$ cat src/rtl/sram_uart_dumper.sv
// sram_uart_dumper
//   Streams a block of 16-bit SRAM words out of a UART 8N1 transmitter. Each
//   word goes out high byte first, then low byte. Frames are sent back-to-back.
//   The word after the current one is read while the low byte is on the line,
//   so the stream never pauses for SRAM latency.
//
//   Optional feature macro: PPM_HEADER_EN. When it is defined, a 15-byte ASCII
//   PPM header ("P6\n320 240\n255\n") is sent before the data, even when
//   Num_words is 0.
//
// Ports
//   Clock_50        in   system clock
//   Resetn          in   synchronous active-low reset
//   Start           in   1-cycle pulse; begins a dump when idle
//   Base_address    in   first SRAM word address, sampled on Start
//   Num_words       in   number of words to send, sampled on Start
//   SRAM_address    out  word address being read (holds its value while idle)
//   SRAM_we_n       out  constant 1; this block only reads
//   SRAM_read_data  in   read data, SRAM_RD_LAT cycles after the address
//   UART_TX_O       out  serial output, idles high
//   Busy            out  high while the dump owns the SRAM port
//   Done            out  1-cycle pulse after the final stop bit
module sram_uart_dumper #(
  parameter int CLKS_PER_BIT = 434,
  parameter int SRAM_RD_LAT  = 2
) (
  input  logic        Clock_50,
  input  logic        Resetn,
  input  logic        Start,
  input  logic [17:0] Base_address,
  input  logic [17:0] Num_words,
  output logic [17:0] SRAM_address,
  output logic        SRAM_we_n,
  input  logic [15:0] SRAM_read_data,
  output logic        UART_TX_O,
  output logic        Busy,
  output logic        Done
);

  localparam int CNT_W = (CLKS_PER_BIT > 1) ? $clog2(CLKS_PER_BIT) : 1;
  localparam int LAT_W = (SRAM_RD_LAT > 0) ? $clog2(SRAM_RD_LAT + 1) : 1;
  localparam logic [CNT_W-1:0] BIT_LAST = CNT_W'(CLKS_PER_BIT - 1);
  localparam logic [LAT_W-1:0] LAT_LAST = LAT_W'(SRAM_RD_LAT);

  typedef enum logic [2:0] {
    S_IDLE   = 3'd0,
`ifdef PPM_HEADER_EN
    S_HEADER = 3'd1,
`endif
    S_ISSUE  = 3'd2,
    S_WAIT   = 3'd3,
    S_TX_HI  = 3'd4,
    S_TX_LO  = 3'd5,
    S_FINISH = 3'd6
  } state_t;

`ifdef PPM_HEADER_EN
  localparam logic [3:0] HDR_LAST = 4'd14;

  function automatic logic [7:0] hdr_rom(input logic [3:0] idx);
    case (idx)
      4'd0:    hdr_rom = "P";
      4'd1:    hdr_rom = "6";
      4'd2:    hdr_rom = 8'h0A;
      4'd3:    hdr_rom = "3";
      4'd4:    hdr_rom = "2";
      4'd5:    hdr_rom = "0";
      4'd6:    hdr_rom = " ";
      4'd7:    hdr_rom = "2";
      4'd8:    hdr_rom = "4";
      4'd9:    hdr_rom = "0";
      4'd10:   hdr_rom = 8'h0A;
      4'd11:   hdr_rom = "2";
      4'd12:   hdr_rom = "5";
      4'd13:   hdr_rom = "5";
      default: hdr_rom = 8'h0A;
    endcase
  endfunction

  logic [3:0] hdr_idx;
`endif

  state_t           state;
  logic [17:0]      addr;       // address of the word currently in word_buf
  logic [17:0]      remaining;  // words still to send, including the current one
  logic [15:0]      word_buf;
  logic [15:0]      next_buf;   // prefetched next word
  logic [LAT_W-1:0] lat_cnt;
  logic             pf_busy;
  logic [LAT_W-1:0] pf_cnt;

  // Serializer: shift[0] is the bit on the line. Ones are shifted in from the top.
  logic [9:0]       shift;
  logic [3:0]       bit_idx;
  logic [CNT_W-1:0] clk_cnt;

  logic       in_tx, bit_tick, frame_end;
  logic       load_en;
  logic [7:0] load_byte;

  assign SRAM_we_n = 1'b1;

  assign bit_tick  = (clk_cnt == BIT_LAST);
  assign frame_end = in_tx && bit_tick && (bit_idx == 4'd9);

  // Decide when a new frame starts and which byte it carries. A new frame
  // loads on the same edge that ends the previous stop bit, so no idle
  // cycle appears between frames.
  always_comb begin
    in_tx     = 1'b0;
    load_en   = 1'b0;
    load_byte = 8'h00;
    case (state)
`ifdef PPM_HEADER_EN
      S_IDLE: if (Start) begin
        load_en   = 1'b1;
        load_byte = hdr_rom(4'd0);
      end
      S_HEADER: begin
        in_tx = 1'b1;
        if (frame_end) begin
          if (hdr_idx != HDR_LAST) begin
            load_en   = 1'b1;
            load_byte = hdr_rom(hdr_idx + 4'd1);
          end else if (remaining != 18'd0) begin
            load_en   = 1'b1;
            load_byte = next_buf[15:8];
          end
        end
      end
`endif
      S_WAIT: if (lat_cnt == LAT_LAST) begin
        load_en   = 1'b1;
        load_byte = SRAM_read_data[15:8];
      end
      S_TX_HI: begin
        in_tx = 1'b1;
        if (frame_end) begin
          load_en   = 1'b1;
          load_byte = word_buf[7:0];
        end
      end
      S_TX_LO: begin
        in_tx = 1'b1;
        if (frame_end && remaining != 18'd1) begin
          load_en   = 1'b1;
          load_byte = next_buf[15:8];
        end
      end
      default: ;
    endcase
  end

  always_ff @(posedge Clock_50) begin
    if (!Resetn) begin
      state        <= S_IDLE;
      addr         <= '0;
      remaining    <= '0;
      word_buf     <= '0;
      next_buf     <= '0;
      lat_cnt      <= '0;
      pf_busy      <= 1'b0;
      pf_cnt       <= '0;
      shift        <= '1;
      bit_idx      <= '0;
      clk_cnt      <= '0;
      SRAM_address <= '0;
      UART_TX_O    <= 1'b1;
      Busy         <= 1'b0;
      Done         <= 1'b0;
`ifdef PPM_HEADER_EN
      hdr_idx      <= '0;
`endif
    end else begin
      Done <= 1'b0;

      // Background read of the next word. A kick below overrides this.
      if (pf_busy) begin
        if (pf_cnt == LAT_LAST) begin
          next_buf <= SRAM_read_data;
          pf_busy  <= 1'b0;
        end else begin
          pf_cnt <= pf_cnt + 1'b1;
        end
      end

      // Serializer
      if (load_en) begin
        shift     <= {1'b1, load_byte, 1'b0};
        UART_TX_O <= 1'b0;
        bit_idx   <= '0;
        clk_cnt   <= '0;
      end else if (in_tx) begin
        if (bit_tick) begin
          clk_cnt <= '0;
          if (bit_idx != 4'd9) begin
            bit_idx   <= bit_idx + 4'd1;
            shift     <= {1'b1, shift[9:1]};
            UART_TX_O <= shift[1];
          end else begin
            UART_TX_O <= 1'b1;
          end
        end else begin
          clk_cnt <= clk_cnt + 1'b1;
        end
      end

      case (state)
        S_IDLE: if (Start) begin
          addr      <= Base_address;
          remaining <= Num_words;
          Busy      <= 1'b1;
`ifdef PPM_HEADER_EN
          // The first data word is read while the header goes out.
          hdr_idx <= '0;
          state   <= S_HEADER;
          if (Num_words != 18'd0) begin
            SRAM_address <= Base_address;
            pf_cnt       <= '0;
            pf_busy      <= 1'b1;
          end
`else
          if (Num_words == 18'd0) begin
            Done  <= 1'b1;
            state <= S_FINISH;
          end else begin
            state <= S_ISSUE;
          end
`endif
        end
`ifdef PPM_HEADER_EN
        S_HEADER: if (frame_end) begin
          if (hdr_idx != HDR_LAST) begin
            hdr_idx <= hdr_idx + 4'd1;
          end else if (remaining == 18'd0) begin
            Done  <= 1'b1;
            state <= S_FINISH;
          end else begin
            word_buf <= next_buf;
            state    <= S_TX_HI;
          end
        end
`endif
        S_ISSUE: begin
          SRAM_address <= addr;
          lat_cnt      <= '0;
          state        <= S_WAIT;
        end
        S_WAIT: begin
          if (lat_cnt == LAT_LAST) begin
            word_buf <= SRAM_read_data;
            state    <= S_TX_HI;
          end else begin
            lat_cnt <= lat_cnt + 1'b1;
          end
        end
        S_TX_HI: if (frame_end) begin
          state <= S_TX_LO;
          // Read the next word while the low byte is on the line. The read
          // must finish within one frame (10*CLKS_PER_BIT > SRAM_RD_LAT+1).
          if (remaining != 18'd1) begin
            SRAM_address <= addr + 18'd1;
            pf_cnt       <= '0;
            pf_busy      <= 1'b1;
          end
        end
        S_TX_LO: if (frame_end) begin
          addr      <= addr + 18'd1;  // wraps modulo 2^18
          remaining <= remaining - 18'd1;
          if (remaining == 18'd1) begin
            Done  <= 1'b1;
            state <= S_FINISH;
          end else begin
            word_buf <= next_buf;
            state    <= S_TX_HI;
          end
        end
        S_FINISH: begin
          Busy  <= 1'b0;
          state <= S_IDLE;
        end
        default: state <= S_IDLE;
      endcase
    end
  end

endmodule

$ cat config.mk
export PLATFORM = sky130hd
export DESIGN_NAME = sram_uart_dumper
export DESIGN_NICKNAME = d
export VERILOG_FILES = /design/src/rtl/sram_uart_dumper.sv
export SDC_FILE = /design/constraint.sdc
export NUM_CORES = 1
export LEC_CHECK = 0
export ABC_CLOCK_PERIOD_IN_PS = 2800
export BUFFER_PORTS_ARGS = -buffer_cell sky130_fd_sc_hd__clkbuf_2
export CAP_MARGIN = 5
export CORE_AREA = 2 2 89 125
export DETAILED_ROUTE_END_ITERATION = 7
export DIE_AREA = 0 0 91 127
export GPL_ROUTABILITY_DRIVEN = 0
export PLACE_DENSITY = 0.83
export SLEW_MARGIN = 15
export SYNTH_ARGS = -nofsm -noshare
export SYNTH_HDL_FRONTEND = slang
export SYNTH_SLANG_ARGS = --single-unit
$ cat constraint.sdc
create_clock -name Clock_50 -period 2.8 [get_ports Clock_50]
set_input_delay 0.28 -clock Clock_50 [delete_from_list [all_inputs] [get_ports Clock_50]]
set_output_delay 0.28 -clock Clock_50 [all_outputs]
set_load 0.02 [all_outputs]
* Word level (Yosys, flattened, before mapping)
Cells that the tools add are included.
Word-level totals: register bits after elaboration 111, input port bits 55, output and inout port bits 22, word-level logic and storage cells 123
Operators by class: add/subtract/negate cells 6, equal/unequal tests 19, mux-type cells 57, bitwise logic cells 1, reduce and logical (&&, ||, !) cells 25
Operators with widths (count):
- $mux 18 | 6
- $pmux 18 s2 | 3
- $mux 8 | 6
- $mux 9 | 5
- $pmux 8 s3 | 1
- $add 18x1->18 const B | 1
- $eq 18x1->1 const B | 1
- $logic_not 18->1 | 1
- $mux 1 | 18
- $ne 18x1->1 const B | 1
- $sub 18x1->18 const B | 1
- $pmux 8 s2 | 1
- $reduce_bool 2->1 | 8
- $mux 3 | 5
- $pmux 3 s5 | 1
- $mux 2 | 7
- $ne 2x2->1 const B | 7
- $reduce_and 3->1 | 4
- $add 9x1->9 const B | 1
- $eq 3x3->1 const B | 3
- $eq 9x9->1 const B | 1
- $reduce_and 2->1 | 4
- $reduce_and 4->1 | 2
- $eq 3x2->1 const B | 2
- other kinds (12) | 18

* Logic depth before layout (Yosys ltp)
Gate-level depths: netlist of run 1.
depth after elaboration 10, gate-level depth with buffers 10, depth with buffers taken out 7

* Worst setup path after synthesis of run 1
Ideal clock, no wire load.
path kind reg-to-reg, start register remaining[13], end register clk_cnt[1], library setup time 0.079 ns, arrival time 2.125 ns, required time 2.721 ns, path slack 0.595 ns, stages on the path, launching flop included 8, path buffers 2, clock period less this slack 2.205 ns, cell sequence dfxtp_1 > buf_6 > or4_4 > nor4_4 > a21oi_2 > or4_4 > buf_6 > a211oi_2
On the way: word-level cells in the longest chain between the ends 5
Ends and longest elaborated chain:
- start: declaration | RTL line 85 | logic [17:0] remaining;
- start signal: assignment | RTL line 211 | remaining <= Num_words;
- start signal: assignment | RTL line 269 | remaining <= remaining - 18'd1;
- $ne 18x1->1 | RTL line 145 | if (frame_end && remaining != 18'd1) begin
- $logic_and 1x1->1 | RTL line 145
- $mux 1 | RTL line 145
- $pmux 1 s3 | RTL line 113 | case (state)
- $reduce_or 2->1 (no line)
- end signal: assignment | RTL line 204 | clk_cnt <= clk_cnt + 1'b1;
- end: declaration | RTL line 95 | logic [CNT_W-1:0] clk_cnt;
No other way between the ends. A chain may end at the register's enable or synchronous reset.

* Worst setup path in the final report of run 1
start register state[2], end register shift[4]
On the way: word-level cells in the longest chain between the ends 10, elaborated cells on any way between the ends 19, those cells by class 3 x eq/ne; 8 x mux; 8 x reduce/logical
Ends and longest elaborated chain:
- start: declaration | RTL line 83 | state_t state;
- start signal: assignment | RTL line 156 | state <= S_IDLE;
- start signal: assignment | RTL line 225 | state <= S_FINISH;
- start signal: assignment | RTL line 227 | state <= S_ISSUE;
- $eq 3x3->1 | RTL line 113
- $reduce_or 2->1 (no line)
- $mux 1 | RTL line 113
- $logic_and 1x1->1 (2 in a row) | RTL line 104 | assign frame_end = in_tx && bit_tick && (bit_idx == 4'd9);
- $logic_and 1x1->1 | RTL line 145
- $mux 1 | RTL line 145
- $pmux 1 s3 | RTL line 113
- $reduce_bool 2->1 (no line)
- $reduce_and 3->1 (no line)
- end signal: assignment | RTL line 189 | shift <= {1'b1, load_byte, 1'b0};
- end signal: assignment | RTL line 198 | shift <= {1'b1, shift[9:1]};
- end: declaration | RTL line 93 | logic [9:0] shift;
Several ways; a longest one is shown, not always the timed one.

==> results of run 1 <==
==> cell usage after synthesis (all sizes together), types with 8 or more instances <==
cell,count
a211oi,14
a21oi,81
a221o,8
a311oi,12
a31oi,10
and3,10
buf,14
clkbuf,48
dfxtp,110
ha,10
inv,12
mux2i,11
nand2,121
nand3,28
nand4,12
nor2,71
nor3,25
nor4,10
o21ai,40
o31ai,8
or3,9
xnor2,13
xor2,13
==> worst max-delay path, delay by kind of cell, from the launching register on <==
kind / cells / cell delay [ns]
DFF: 1 / 0.64
muxes: 1 / 0.24
and+or+nand+nor: 3 / 1.50
==> cells by family after synthesis <==
logic type / Yosys count
other cells: 1
simple gates: 321
fa+ha+maj: 10
flops: 110
mux: 11
compound gates: 211
buf+inv: 74
xor+xnor: 26
==> power breakdown <==
group | switching, W | internal (W) | leakage (nW)
Combinational | 0.000444 | 0.000272 | 1.46
Clock | 0.000564 | 0.000711 | 0.141
Sequential | 0.000119 | 0.00167 | 0.896
Total | 0.00113 | 0.00266 | 2.50
==> flip-flops by register name, summed over array words and instances, names as in the netlist <==
| register | count |
|---|---|
| Busy | 1 |
| Done | 1 |
| SRAM_address | 18 |
| UART_TX_O | 1 |
| addr | 18 |
| bit_idx | 4 |
| clk_cnt | 9 |
| lat_cnt | 2 |
| next_buf | 16 |
| pf_busy | 1 |
| pf_cnt | 2 |
| remaining | 18 |
| shift | 8 |
| state | 3 |
| word_buf | 8 |
==> area by class of cell <==
| class | instances | area (um2) |
|---|---|---|
| Clock buffer | 11 | 243 |
| Clock inverter | 4 | 47.5 |
| Fill cell | 942 | 3750 |
| Inverter | 12 | 45.0 |
| Multi-Input combinational cell | 580 | 3380 |
| Sequential cell | 110 | 2200 |
| Tap cell | 138 | 173 |
| Timing Repair Buffer | 90 | 513 |
==> final timing paths <==
| kind | endpoint | depth (start not counted) |
|---|---|---|
| setup / recovery | shift[4] | 4 |
| hold / removal | next_buf[3] | 3 |
| setup reg to reg | shift[4] | 4 |
| hold reg to reg | next_buf[10] | 2 |
==> metal layers <==
metal	vias to the layer above	share of wire, %
met5	-	0
met4	0	3.0
met3	45	7.5
met2	281	51
met1	2765	39
li1	2823	-
==> layout by cell type (no fill, tap or decap), types with 4 or more instances in the layout <==
cell       Yosys  layout
a211oi_1      12      12
a21oi_1       80      79
a221o_1        8       8
a311oi_1      11      11
a31oi_1       10      10
and2_1         6       6
and3_1        10      10
and4_1         5       5
buf_4          2      13
clkbuf_16      0       9
clkbuf_2       0      75
dfxtp_1      110     110
ha_1          10      10
inv_1         12      11
mux2i_1       11      11
nand2_1      121     121
nand2b_1       4       4
nand3_1       28      28
nand4_1       12      12
nor2_1        71      71
nor3_1        24      24
nor4_1         9       9
o21ai_0       39      39
o221a_2        5       5
o22ai_1        4       4
o31ai_1        8       8
o32ai_1        6       6
or3_1          9       9
xnor2_1       13      13
xor2_1        13      13
==> through the flow <==
step / setup slack, ns / instances / power (W) / cell area (um2)
floorplan: 0.595 / 764 / 0.00230 / 5910
detailed placement: 0.413 / 930 / 0.00253 / 6310
global placement: 0.519 / 930 / 0.00250 / 6310
finish: 0.349 / 945 / 0.00378 / 6600
global route: 0.176 / 945 / 0.00395 / 6600
CTS: 0.375 / 945 / 0.00379 / 6600
==> impl_metrics.ini, run 1 <==
[worst_setup_path]
slowest_delay_ns = 0.64
startpoint = state[2]
worstReg2RegStart = state[2]
cp_max_fo = 18
path_class = flip-flop to flip-flop
endpoint_kind = flip-flop
cp_cell_sequence = nor3b_1 -> and4_1 -> or3_1 -> mux2i_1
cp_data_arrival_time_ns = 2.73
required_ns = 3.08
critPathLaunchType = flip-flop
slowest_stage = dfxtp_1
r2r_slack_ns = 0.35

[yosys]
synthSimpleGateAreaFrac_pct = 26.0
ys.flop_type = dfxtp_1
synth-xor-area-share_pct = 3.85
synth_mux_area_share_pct = 1.86
synthAdderAreaFrac_pct = 2.12
synth_edf_count = 0
yosysWarnings = 0
synth_compound_area_share_pct = 23.2
netlist_top_cells_area = dfxtp_1 37%, nand2_1 7.7%, a21oi_1 6.8%
yosysTopAreaCellShare_pct = 37.3
ys_ff_latch = 110
syn-instance-count = 764
synth_top_cell_by_area = dfxtp_1
yosysUniqueCellTypes = 66
syn_area_per_cell_um2 = 7.73
synth_nets = 829
synth_top_family_by_area = simple AND/OR/NAND/NOR gates
async_reset_ff_share_pct = 0
synth-seq-area-share_pct = 37.3
netlist_area_um2 = 5910

[die]
coreArea_um2 = 10300
die_w_um = 91
start_util_pct = 57.1
fp.dieH_um = 127
rows = 44
io_pins = 77
dieArea_um2 = 11600

[min_path]
min_from = SRAM_read_data[3]
min_path_type = primary input to flip-flop

[timing]
tightest_slew_ns = 0.715
period_minus_slack_ns = 2.45
min_period_over_period_pct = 87.5
tns_ns = 0
skew_ns = 0.00939
hold_viol_final = 0
rsz0062_at_grt = false
whs_ns = 0.167
drv_slew = 0
fmax_mhz = 408
setup_viol = 0
slew_headroom_pct = 51.9

[global_routing]
grt_antenna_before_repair = 0
grt_pass1_vias = 5757
grtUsageMet2_pct = 49.8
grt_pass1_wl_um = 26600
use_met1_pct = 32.3
grt_max_degree = 63
track_usage_pct = 27.7
busiest_layer = met2
grt.overflow.total = 0
grtUsageMet3_pct = 3.89

[detailed_routing]
wirelength_um = 15700
dr.first_iter.drc_count = 501
drcViolationCount = 0
viasPerCell = 6.26
drtAntennaViolNets = 0
num_vias = 5914
wl_per_cell_um = 16.6
dr.pass1.iters = 5

[clock_tree]
cts-htree-levels = 3
cts_hold_buffers = 0
clk_pin_slew_ns = 0.07
clk_latency_ns = 0.35
clkSinkCount = 110
cts_setup_buffers = 0
cts_resized = 0
tritoncts = done
cts_root_buffer = clkbuf_16
clockBufferDepth = 2
cts_made_buffers = 9

[power]
p_per_area_nw_per_um2 = 573
peakVddDrop_v = 0.000362
power_leakage_nw = 2.50

[final_layout]
drive_gt1_share_pct = 15.5
post-route-util_pct = 63.8
antenna_cells = 0
syn_to_final_growth_pct = 11.7
final_nets = 868

[placed_design]
place_hpwl_um = 10700
port_buffers = 75

[run_status]
status = finished, final reports clean

[job]
max_cap_violations = 0
(Power assumes the default switching activity.)
==> run 2: changes to the inputs <==
==> config.mk (replaced) <==
export PLATFORM = sky130hd
export DESIGN_NAME = sram_uart_dumper
export DESIGN_NICKNAME = d
export VERILOG_FILES = /design/src/rtl/sram_uart_dumper.sv
export SDC_FILE = /design/constraint.sdc
export NUM_CORES = 1
export LEC_CHECK = 0
export ABC_AREA = 1
export CAP_MARGIN = 5
export CORE_AREA = 2 2 86 122
export DETAILED_ROUTE_END_ITERATION = 7
export DIE_AREA = 0 0 88 124
export DONT_BUFFER_PORTS = 1
export GPL_ROUTABILITY_DRIVEN = 0
export PLACE_DENSITY = 0.84
export SLEW_MARGIN = 15
export SYNTH_ARGS = -nofsm -noshare
export SYNTH_HDL_FRONTEND = slang
export SYNTH_SLANG_ARGS = --single-unit
==> impl_metrics.ini, run 2 <==
[clock_tree]
clk_pin_slew_ns = 0.08
cts_root_buffer = clkbuf_16
clkSinkCount = 110
tritoncts = done
cts_resized = 0
cts_setup_buffers = 0
cts_made_buffers = 9
clk_latency_ns = 0.35
cts_hold_buffers = 0
clockBufferDepth = 2
cts-htree-levels = 3

[yosys]
synth_edf_count = 0
yosysTopAreaCellShare_pct = 35.7
syn-instance-count = 952
async_reset_ff_share_pct = 0
synth.most_common_cell = nand2_1
synth_nets = 1017
ys_ff_latch = 110
netlist_top_cells_area = dfxtp_1 36%, nand2_1 15%, nor2_1 10%
ys_top_cells_by_count = 246 x nand2_1, 171 x nor2_1, 110 x dfxtp_1, 92 x o21ai_0
yosysUniqueCellTypes = 38
ys.flop_type = dfxtp_1
synth-seq-area-share_pct = 35.7
netlist_area_um2 = 6170
yosysWarnings = 0
synth_top_cell_by_area = dfxtp_1
syn_area_per_cell_um2 = 6.48

[timing]
setup_slack_ns = 0.311
setup_viol = 0
tightest_slew_ns = 0.752
slew_headroom_pct = 49.8
skew_ns = 0.00708
period_minus_slack_ns = 2.49
tns_ns = 0
min_period_over_period_pct = 88.9
drv_slew = 0
rsz0062_at_grt = false
fmax_mhz = 402
hold_viol_final = 0

[worst_setup_path]
cp_max_fo = 37
critPathLaunchType = flip-flop
slowest_delay_ns = 0.42
path_class = flip-flop to flip-flop
timing.critical_path.mode_cell = inv_2
required_ns = 3.02
endpoint_kind = flip-flop
cp_cell_sequence = inv_2 -> nor2_4 -> nand2_2 -> inv_2 -> nand2_4 -> nand3_4 -> clkinv_2 -> o21ai_0 -> a21oi_1
crit_family = buffers and inverters
crit_buf_inv = 3
slowest_stage = dfxtp_1
cp_data_arrival_time_ns = 2.71

[placed_design]
placed_area_um2 = 6180
place_hpwl_um = 10700
place_ws_ns = 0.369
dp.cells = 1052
port_buffers = 0

[detailed_routing]
drcViolationCount = 0
wl_per_cell_um = 14.0
wirelength_um = 15000
viasPerCell = 5.55
num_vias = 5929
dr.pass1.iters = 5
drtAntennaViolNets = 0
dr.first_iter.drc_count = 310

[power]
p_per_area_nw_per_um2 = 860
peakVddDrop_v = 0.000481
power_leakage_nw = 2.72

[job]
max_cap_violations = 0

[global_routing]
track_usage_pct = 28.1
grt_max_degree = 79
grt.overflow.total = 0
grt_pass1_wl_um = 24200
grt_pass1_vias = 5411
grt_antenna_before_repair = 0

[die]
coreArea_um2 = 9740
dieArea_um2 = 10900
die_w_um = 88
start_util_pct = 63.4
fp.dieH_um = 124
rows = 43
io_pins = 77

[final_layout]
drive_gt1_share_pct = 6.54
antenna_cells = 0
post_layout_nonfiller_instances = 1068
final_common_cell = nand2_1
design_area_um2 = 6470
final_nets = 993
syn_to_final_growth_pct = 4.80
layout_common_cells = 245 x nand2_1, 171 x nor2_1, 110 x dfxtp_1
fillers = 896
largestRegisters = SRAM_address (18), addr (18), remaining (18)

[min_path]
min_path_type = primary input to flip-flop

[run_status]
status = finished, final reports clean
run 2: cell types whose count changed in the layout (fill, tap and decap cells not counted), moves of 10 or more:
cell / before / now
nand2_1: 121 / 245
nor2_1: 71 / 171
clkbuf_2: 75 / 0
o21ai_0: 39 / 92
inv_1: 11 / 62
a21oi_1: 79 / 62
nor3_1: 24 / 7
o21ai_1: 1 / 13
a211oi_1: 12 / 1
a311oi_1: 11 / 0
nand3_1: 28 / 39
and3_1: 10 / 0
run 2: per-stage QoR:
| step | utilization (%) | power, W | hold slack [ns] |
|---|---|---|---|
| finish | 66.4 | 0.00557 | 0.0564 |
| global route | 66.4 | 0.00593 | 0.0551 |
| CTS | 66.4 | 0.00555 | 0.0104 |
| detailed placement | 63.4 | 0.00429 | 0.373 |
| global placement | 63.4 | 0.00425 | 0.372 |
| floorplan | - | 0.00391 | 0.424 |
run 2: cell type report:
type	instances	area (um2)	area share, %
clock buffer	10	239	3.69
inverter	70	268	4.14
multi-input combinational	732	3500	54.1
clock inverter	6	53.8	0.832
tap	135	169	2.61
sequential	110	2200	34.0
timing repair buffer	5	37.5	0.580
run 2: worst paths after layout:
kind,slack (ns),endpoint,depth (start not counted),start
worst max-delay path,0.31,addr[2],9,state[2]
worst min-delay path,0.06,Done,2,Resetn
worst max register to register,0.31,addr[2],9,state[2]
worst min register to register,0.45,next_buf[7],2,next_buf[7]
run 2: routing by layer:
layer | up-vias | share of wire (%) | global-route usage [%]
met1 | 2707 | 40 | 31.9
met4 | 0 | 3.7 | 14.6
li1 | 3015 | - | -
met2 | 163 | 51 | 49.2
met5 | - | 0 | 0
met3 | 44 | 5.4 | 5.63
run 2: report_power, final:
part	internal [W]	switching (W)
sequential	0.00190	0.000471
clock	0.000645	0.000628
combinational	0.000636	0.00129
total	0.00318	0.00239
run 2: logic make-up (layout without fill, tap and decap cells):
group,count (synthesis),in the layout,share of synthesized area (%)
xor gates and xnor gates,26,26,3.69
DFF,110,110,35.7
other,1,1,0.0608
buffers and inverters,110,91,7.66
adders and majority gates,10,10,2.03
muxes,2,2,0.324
AOI/OAI and AO/OA,176,176,14.6
and+or+nand+nor,517,517,35.9
